$ cat src/rtl/mem_arbiter_pkg.sv
// rtl/mem_arbiter_pkg.sv - shared types and constants for the IF/MEM RAM port arbiter
package mem_arbiter_pkg;

    localparam logic [1:0]  MEM_BYTE  = 2'b00;
    localparam logic [1:0]  MEM_HALF  = 2'b01;
    localparam logic [1:0]  MEM_WORD  = 2'b10;
    localparam logic [31:0] ZERO_WORD = 32'h0000_0000;

    typedef enum logic [1:0] {
        ST_IDLE = 2'd0,
        ST_BUSY = 2'd1,
        ST_DONE = 2'd2
    } state_t;

    typedef enum logic [1:0] {
        OWN_NONE = 2'd0,
        OWN_IF   = 2'd1,
        OWN_MEM  = 2'd2
    } owner_t;

    // Number of byte transactions for a MEM width code; 11 behaves as a word.
    function automatic logic [2:0] width_len(input logic [1:0] width);
        case (width)
            MEM_BYTE: return 3'd1;
            MEM_HALF: return 3'd2;
            MEM_WORD: return 3'd4;
            default:  return 3'd4;
        endcase
    endfunction

endpackage

$ cat src/rtl/mem_arbiter_byte_assembler.sv
// rtl/mem_arbiter_byte_assembler.sv - collects RAM read bytes into a little-endian 32-bit word
module mem_arbiter_byte_assembler
    import mem_arbiter_pkg::*;
(
    input  logic        clk,
    input  logic        rst,
    input  logic        clear,
    input  logic        cap_en,
    input  logic [1:0]  idx,
    input  logic [7:0]  din,
    output logic [31:0] data_next
);

    logic [31:0] data_q;

    // Insert the incoming byte into its lane; the owner samples data_next on the final capture.
    always_comb begin
        data_next = data_q;
        if (cap_en) begin
            case (idx)
                2'd0:    data_next[7:0]   = din;
                2'd1:    data_next[15:8]  = din;
                2'd2:    data_next[23:16] = din;
                default: data_next[31:24] = din;
            endcase
        end
    end

    // Clear on grant so narrow loads come out zero-extended.
    always_ff @(posedge clk) begin
        if (rst || clear) begin
            data_q <= ZERO_WORD;
        end else begin
            data_q <= data_next;
        end
    end

endmodule

$ cat src/rtl/mem_arbiter.sv
// rtl/mem_arbiter.sv - arbitrates the byte-wide RAM port between instruction fetch and the MEM stage
module mem_arbiter
    import mem_arbiter_pkg::*;
#(
    parameter int ADDR_W = 32
) (
    input  logic              clk,
    input  logic              rst,
    input  logic              if_req,
    input  logic [ADDR_W-1:0] if_addr,
    input  logic              if_flush,
    output logic [31:0]       if_inst,
    output logic              if_done,
    input  logic              mem_req,
    input  logic              mem_we,
    input  logic [1:0]        mem_width,
    input  logic [ADDR_W-1:0] mem_addr,
    input  logic [31:0]       mem_wdata,
    output logic [31:0]       mem_rdata,
    output logic              mem_done,
    output logic              stallreq_if,
    output logic              stallreq_mem,
    input  logic [7:0]        ram_din,
    output logic [7:0]        ram_dout,
    output logic [ADDR_W-1:0] ram_a,
    output logic              ram_wr
);

    state_t            state;
    owner_t            owner;
    logic [ADDR_W-1:0] base;
    logic [2:0]        len;
    logic [2:0]        cnt;
    logic              we;
    logic [31:0]       wdata;

    logic              grant_mem;
    logic              grant_if;
    logic              if_cancel;
    logic              addr_phase;
    logic              cap_en;
    logic [1:0]        cap_idx;
    logic [31:0]       asm_next;

    // MEM wins over IF; a flushed IF request is never granted.
    assign grant_mem  = (state == ST_IDLE) && mem_req;
    assign grant_if   = (state == ST_IDLE) && !mem_req && if_req && !if_flush;
    assign if_cancel  = (state == ST_BUSY) && (owner == OWN_IF) && if_flush;

    // cnt < len drives an address; a read spends one extra cycle (cnt == len) capturing only.
    assign addr_phase = (state == ST_BUSY) && (cnt < len);
    assign cap_en     = (state == ST_BUSY) && !we && (cnt != 3'd0);
    // RAM data lags the address by one cycle, so the byte lane is cnt-1 (4 wraps to lane 3).
    assign cap_idx    = cnt[1:0] - 2'd1;

    assign ram_a      = addr_phase ? (base + ADDR_W'(cnt)) : '0;
    assign ram_wr     = addr_phase && we;

    assign if_done      = (state == ST_DONE) && (owner == OWN_IF) && !if_flush;
    assign mem_done     = (state == ST_DONE) && (owner == OWN_MEM);
    assign stallreq_if  = if_req && !if_done && !if_flush;
    assign stallreq_mem = mem_req && !mem_done;

    // Select the store byte for the current count; idle bus is held at zero.
    always_comb begin
        ram_dout = 8'h00;
        if (addr_phase && we) begin
            case (cnt[1:0])
                2'd0:    ram_dout = wdata[7:0];
                2'd1:    ram_dout = wdata[15:8];
                2'd2:    ram_dout = wdata[23:16];
                default: ram_dout = wdata[31:24];
            endcase
        end
    end

    mem_arbiter_byte_assembler u_asm (
        .clk       (clk),
        .rst       (rst),
        .clear     (grant_mem || grant_if),
        .cap_en    (cap_en),
        .idx       (cap_idx),
        .din       (ram_din),
        .data_next (asm_next)
    );

    // Arbitration FSM: latch the winner's request at grant, walk the bytes, pulse done once.
    always_ff @(posedge clk) begin
        if (rst) begin
            state     <= ST_IDLE;
            owner     <= OWN_NONE;
            base      <= '0;
            len       <= 3'd0;
            cnt       <= 3'd0;
            we        <= 1'b0;
            wdata     <= ZERO_WORD;
            if_inst   <= ZERO_WORD;
            mem_rdata <= ZERO_WORD;
        end else begin
            case (state)
                ST_IDLE: begin
                    cnt <= 3'd0;
                    if (grant_mem) begin
                        state <= ST_BUSY;
                        owner <= OWN_MEM;
                        base  <= mem_addr;
                        len   <= width_len(mem_width);
                        we    <= mem_we;
                        wdata <= mem_wdata;
                    end else if (grant_if) begin
                        state <= ST_BUSY;
                        owner <= OWN_IF;
                        base  <= if_addr;
                        len   <= 3'd4;
                        we    <= 1'b0;
                        wdata <= ZERO_WORD;
                    end
                end
                ST_BUSY: begin
                    if (if_cancel) begin
                        state <= ST_IDLE;
                        owner <= OWN_NONE;
                        cnt   <= 3'd0;
                    end else if (we) begin
                        if (cnt == len - 3'd1) begin
                            state <= ST_DONE;
                        end else begin
                            cnt <= cnt + 3'd1;
                        end
                    end else if (cnt == len) begin
                        state <= ST_DONE;
                        if (owner == OWN_IF) begin
                            if_inst <= asm_next;
                        end else begin
                            mem_rdata <= asm_next;
                        end
                    end else begin
                        cnt <= cnt + 3'd1;
                    end
                end
                ST_DONE: begin
                    state <= ST_IDLE;
                    owner <= OWN_NONE;
                end
                default: begin
                    state <= ST_IDLE;
                    owner <= OWN_NONE;
                end
            endcase
        end
    end

endmodule

$ cat config.mk
export PLATFORM = sky130hd
export DESIGN_NAME = mem_arbiter
export DESIGN_NICKNAME = d
export VERILOG_FILES = /design/src/rtl/mem_arbiter_pkg.sv /design/src/rtl/mem_arbiter_byte_assembler.sv /design/src/rtl/mem_arbiter.sv
export SDC_FILE = /design/constraint.sdc
export NUM_CORES = 1
export LEC_CHECK = 0
export CORE_MARGIN = 4
export CORE_UTILIZATION = 45
export DETAILED_ROUTE_END_ITERATION = 6
export PLACE_DENSITY = 0.83
export SLEW_MARGIN = 10
export SYNTH_ARGS = -nofsm -noshare
export SYNTH_HDL_FRONTEND = slang
export SYNTH_HIERARCHICAL = 1
export SYNTH_SLANG_ARGS = --single-unit
$ cat constraint.sdc
create_clock -name clk -period 3.3 [get_ports clk]
set_clock_uncertainty 0.05 [all_clocks]
set_input_delay 0.825 -clock clk [delete_from_list [all_inputs] [get_ports clk]]
set_output_delay 0.825 -clock clk [all_outputs]
set_load 0.03 [all_outputs]
==> summary.md <==
| Metric | Value |
|---|---|
| Post-synthesis compound-gate area fraction | 16.48% |
| Yosys reg bits | about 170 |
| Crit path kind | flip-flop to output pin |
| CTS sink cnt | 171 |
| Core footprint | approximately 0.018 mm2 |
| Worst Setup Slack, final | -0.1209 ns |
| ANT nets after route | 0 |
| WL final | 25220 um |
| Xor and xnor fraction of the mapped netlist area | roughly 1.5% |
| Commonest cells after routing, fill and taps aside | clkdlybuf4s50_1, dfxtp_1, nand2_1, nor2_1, a21oi_1 |
| Yosys top cell by area | dfxtp_1 |
| Synthesis-to-layout area growth | 38.80% |
| Worst EP required | 2.42 ns |
| Endpoints failing hold | 0 |
| Clock Latency Late Sink | roughly 0.42 ns |
| Post-Synth Adder-Cell Area | under 10% |
| Worst Hold Margin | 0.4031 ns |
| Status | finished with violations |
| Final setup violation count | 12 |
| WL/cell | 18.08 um |
| Simple-Gate Fraction of Synth Area | a little over a fifth |
| Synth unique cells | 56 |
| CTS tree | done |
| CTS clk-pin slew, worst paths | around 0.06 ns |
| Final GP Congestion | between 0.8 and 0.9 |
| EDFF count, synth | 0 |
| Via density | 5.634 |
| Commonest non-fill, non-tap cell in the layout | clkdlybuf4s50_1 |
| Die H | 143.2 um |
| Peak Freq | between 0.2 and 0.3 GHz |
| CP arrival | 2.55 ns |
| Final Instance Area | about 0.011 mm2 |
| Cell Area, Synth | approximately 0.0082 mm2 |
| Worst-margin pin slew | about 1.1 ns |
| GRT Total Usage | 23.43% |
| First-pass GRT wire length | just under 40000 um |
| Leakage power figure | 4.256 nW |
| Initial antenna violation count | 0 |
| Clk buf depth | 2 |
| Hold Crit Class | flip-flop to flip-flop |
| Seq/Total Area, Yosys | 41.64% |
| Starting DRT DRC Count | 682 |
| Failing checks | negative setup slack |
| Layout net count | around 1300 |
| # rows | about 50 |
| Post-synthesis mux area share | 12.27% |
| Cts hold-fix bufs | 0 |
| Worst setup EP type | output pin |
| Ports | 221 |
| GR Overflow Total | 0 |
| Number of global-route vias before repair | approximately 7600 |
| Ranking of synthesized cells by area | dfxtp_1, mux2i_1, nand2_1 |
| Share of layout cells above drive strength 1 | around a fifth |
| Initial Util | a little under half |
| Via count | about 8000 |
| Die width | 143.2 um |
| ANT cells | 0 |
| Largest family of logic cells by synthesized area | simple AND/OR/NAND/NOR gates |
| RSZ-0062 raised after global routing | yes |
| Slew margin rel. | 29.45% |
| Ys async rst share | 0% |
| Setup crit start kind | flip-flop |
| DP Area | around 0.011 mm2 |
| CTS buffer count | 17 |
| First-pass iteration count of the detailed router | 6 |
| Yosys warning total | 6 |
| Crit path max fanout | 13 |
| Ys flop type | dfxtp_1 |
| H-tree depth | 4 |
| Min Tclk post-route | 3.421 ns |
| Max Transition Viols Final | 0 |
| Period utilization | 103.7% |
| Top cell type's share of synthesized area | 41.64% |
| Pwr Density | 439.3 mW/mm2 |
| Mean Syn Cell Area | 8.662 um2 |
| Peak supply drop | between 400 and 500 uV |
| Hpwl dp | 16910 um |
| Buffers added on ports | 220 |
| Final Power | 5.012 mW |
| Number of remaining DRC errors | 0 |
| Mapped Cells | roughly 950 |
| Max cap viols | 0 |
| Clock root cell | clkbuf_16 |
| Synth Net Count | between 1000 and 1500 |
| Die area | 0.02049 mm2 |
| Largest net degree at the start of global routing | 113 |
registers in the layout (all words and copies together), names as in the netlist:
name,flops
state,2
owner,2
wdata,32
base,32
u_asm/data_q,32
if_inst,32
mem_rdata,32
we,1
len,3
cnt,3
per-stage QoR:
step | std cells | TNS (ns) | util (%) | worst slack (ns)
final | 1395 | -0.8506 | 63.52 | -0.1209
after global routing | 1395 | -2.236 | 63.52 | -0.2256
after CTS | 1386 | -0.4489 | 62.74 | -0.09830
after detailed placement | 1348 | -0.02058 | 58.89 | -0.02058
after global placement | 1348 | 0 | 58.89 | 0.08246
after floorplan | 949 | 0 | - | 0.07049
logic make-up after synthesis:
| kind of cell | Yosys count |
|---|---|
| adder cells (fa/ha/maj) | 12 |
| XOR/XNOR | 12 |
| multiplexers | 96 |
| buffers and inverters | 91 |
| AND/OR/NAND/NOR | 354 |
| flip-flops | 171 |
| AO/OA/AOI/OAI | 213 |
cell type report:
cell class                 count  area (um2)
fill                        1474        6554
multi-input combinational    688        4599
sequential                   171        3437
timing repair buffer         259        2464
clock buffer                  18       429.2
tap                          229       286.5
clock inverter                14       133.9
inverter                      16       60.06
worst max-delay path, cell delays in order (launching register included):
cell and delay, ns:
dfxtp_2 0.37, ha_4 0.15, inv_2 0.04, fa_2 0.37, nor2b_4 0.16, o211ai_1 0.12, buf_4 0.20, or4_1 0.40
a21oi_1 0.15, buf_4 0.17
path summary, 6_finish.rpt:
kind                 start       endpoint  slack, ns  cells past startpoint
max reg2reg         cnt[0]  mem_rdata[12]       0.39                     10
min reg2reg  mem_rdata[24]  mem_rdata[24]       0.40                      2
min          mem_rdata[24]  mem_rdata[24]       0.40                      2
max                 cnt[0]      ram_a[18]      -0.12                      9
synth_stat cells (11+ instances only):
cell / count
a22oi_1: 35
o21ai_0: 12
ha_1: 11
a211oi_1: 35
buf_2: 20
nor2_1: 98
dfxtp_1: 171
mux2i_1: 64
nand2_1: 138
inv_1: 15
mux2_2: 30
o31ai_1: 11
or3b_2: 40
a21oi_1: 98
or4_1: 11
clkbuf_1: 48
what timing repair did:
item / in CTS / in global routing
cloned: 0 / 1
pin swaps: 6 / 6
gates resized for setup: 34 / 43
setup endpoints to repair: 36 / 30
hold endpoints to repair: 0 / 0
buffers inserted: 6 / 8
power by group:
part	switching [mW]	internal (mW)	total, mW
logic	0.458	0.364	0.822
clock network	0.864	1.05	1.92
registers	0.113	2.16	2.27
routing by layer:
| layer | wire length, um | track usage, % | vias up |
|---|---|---|---|
| li1 | - | - | 3782 |
| met1 | 10340 | 29.74 | 3736 |
| met2 | 12360 | 39.89 | 303 |
| met3 | 2068 | 5.392 | 38 |
| met4 | 452 | 6.753 | 0 |
| met5 | 0 | 0 | - |
Note: power is estimated with default switching activity, not from simulation.
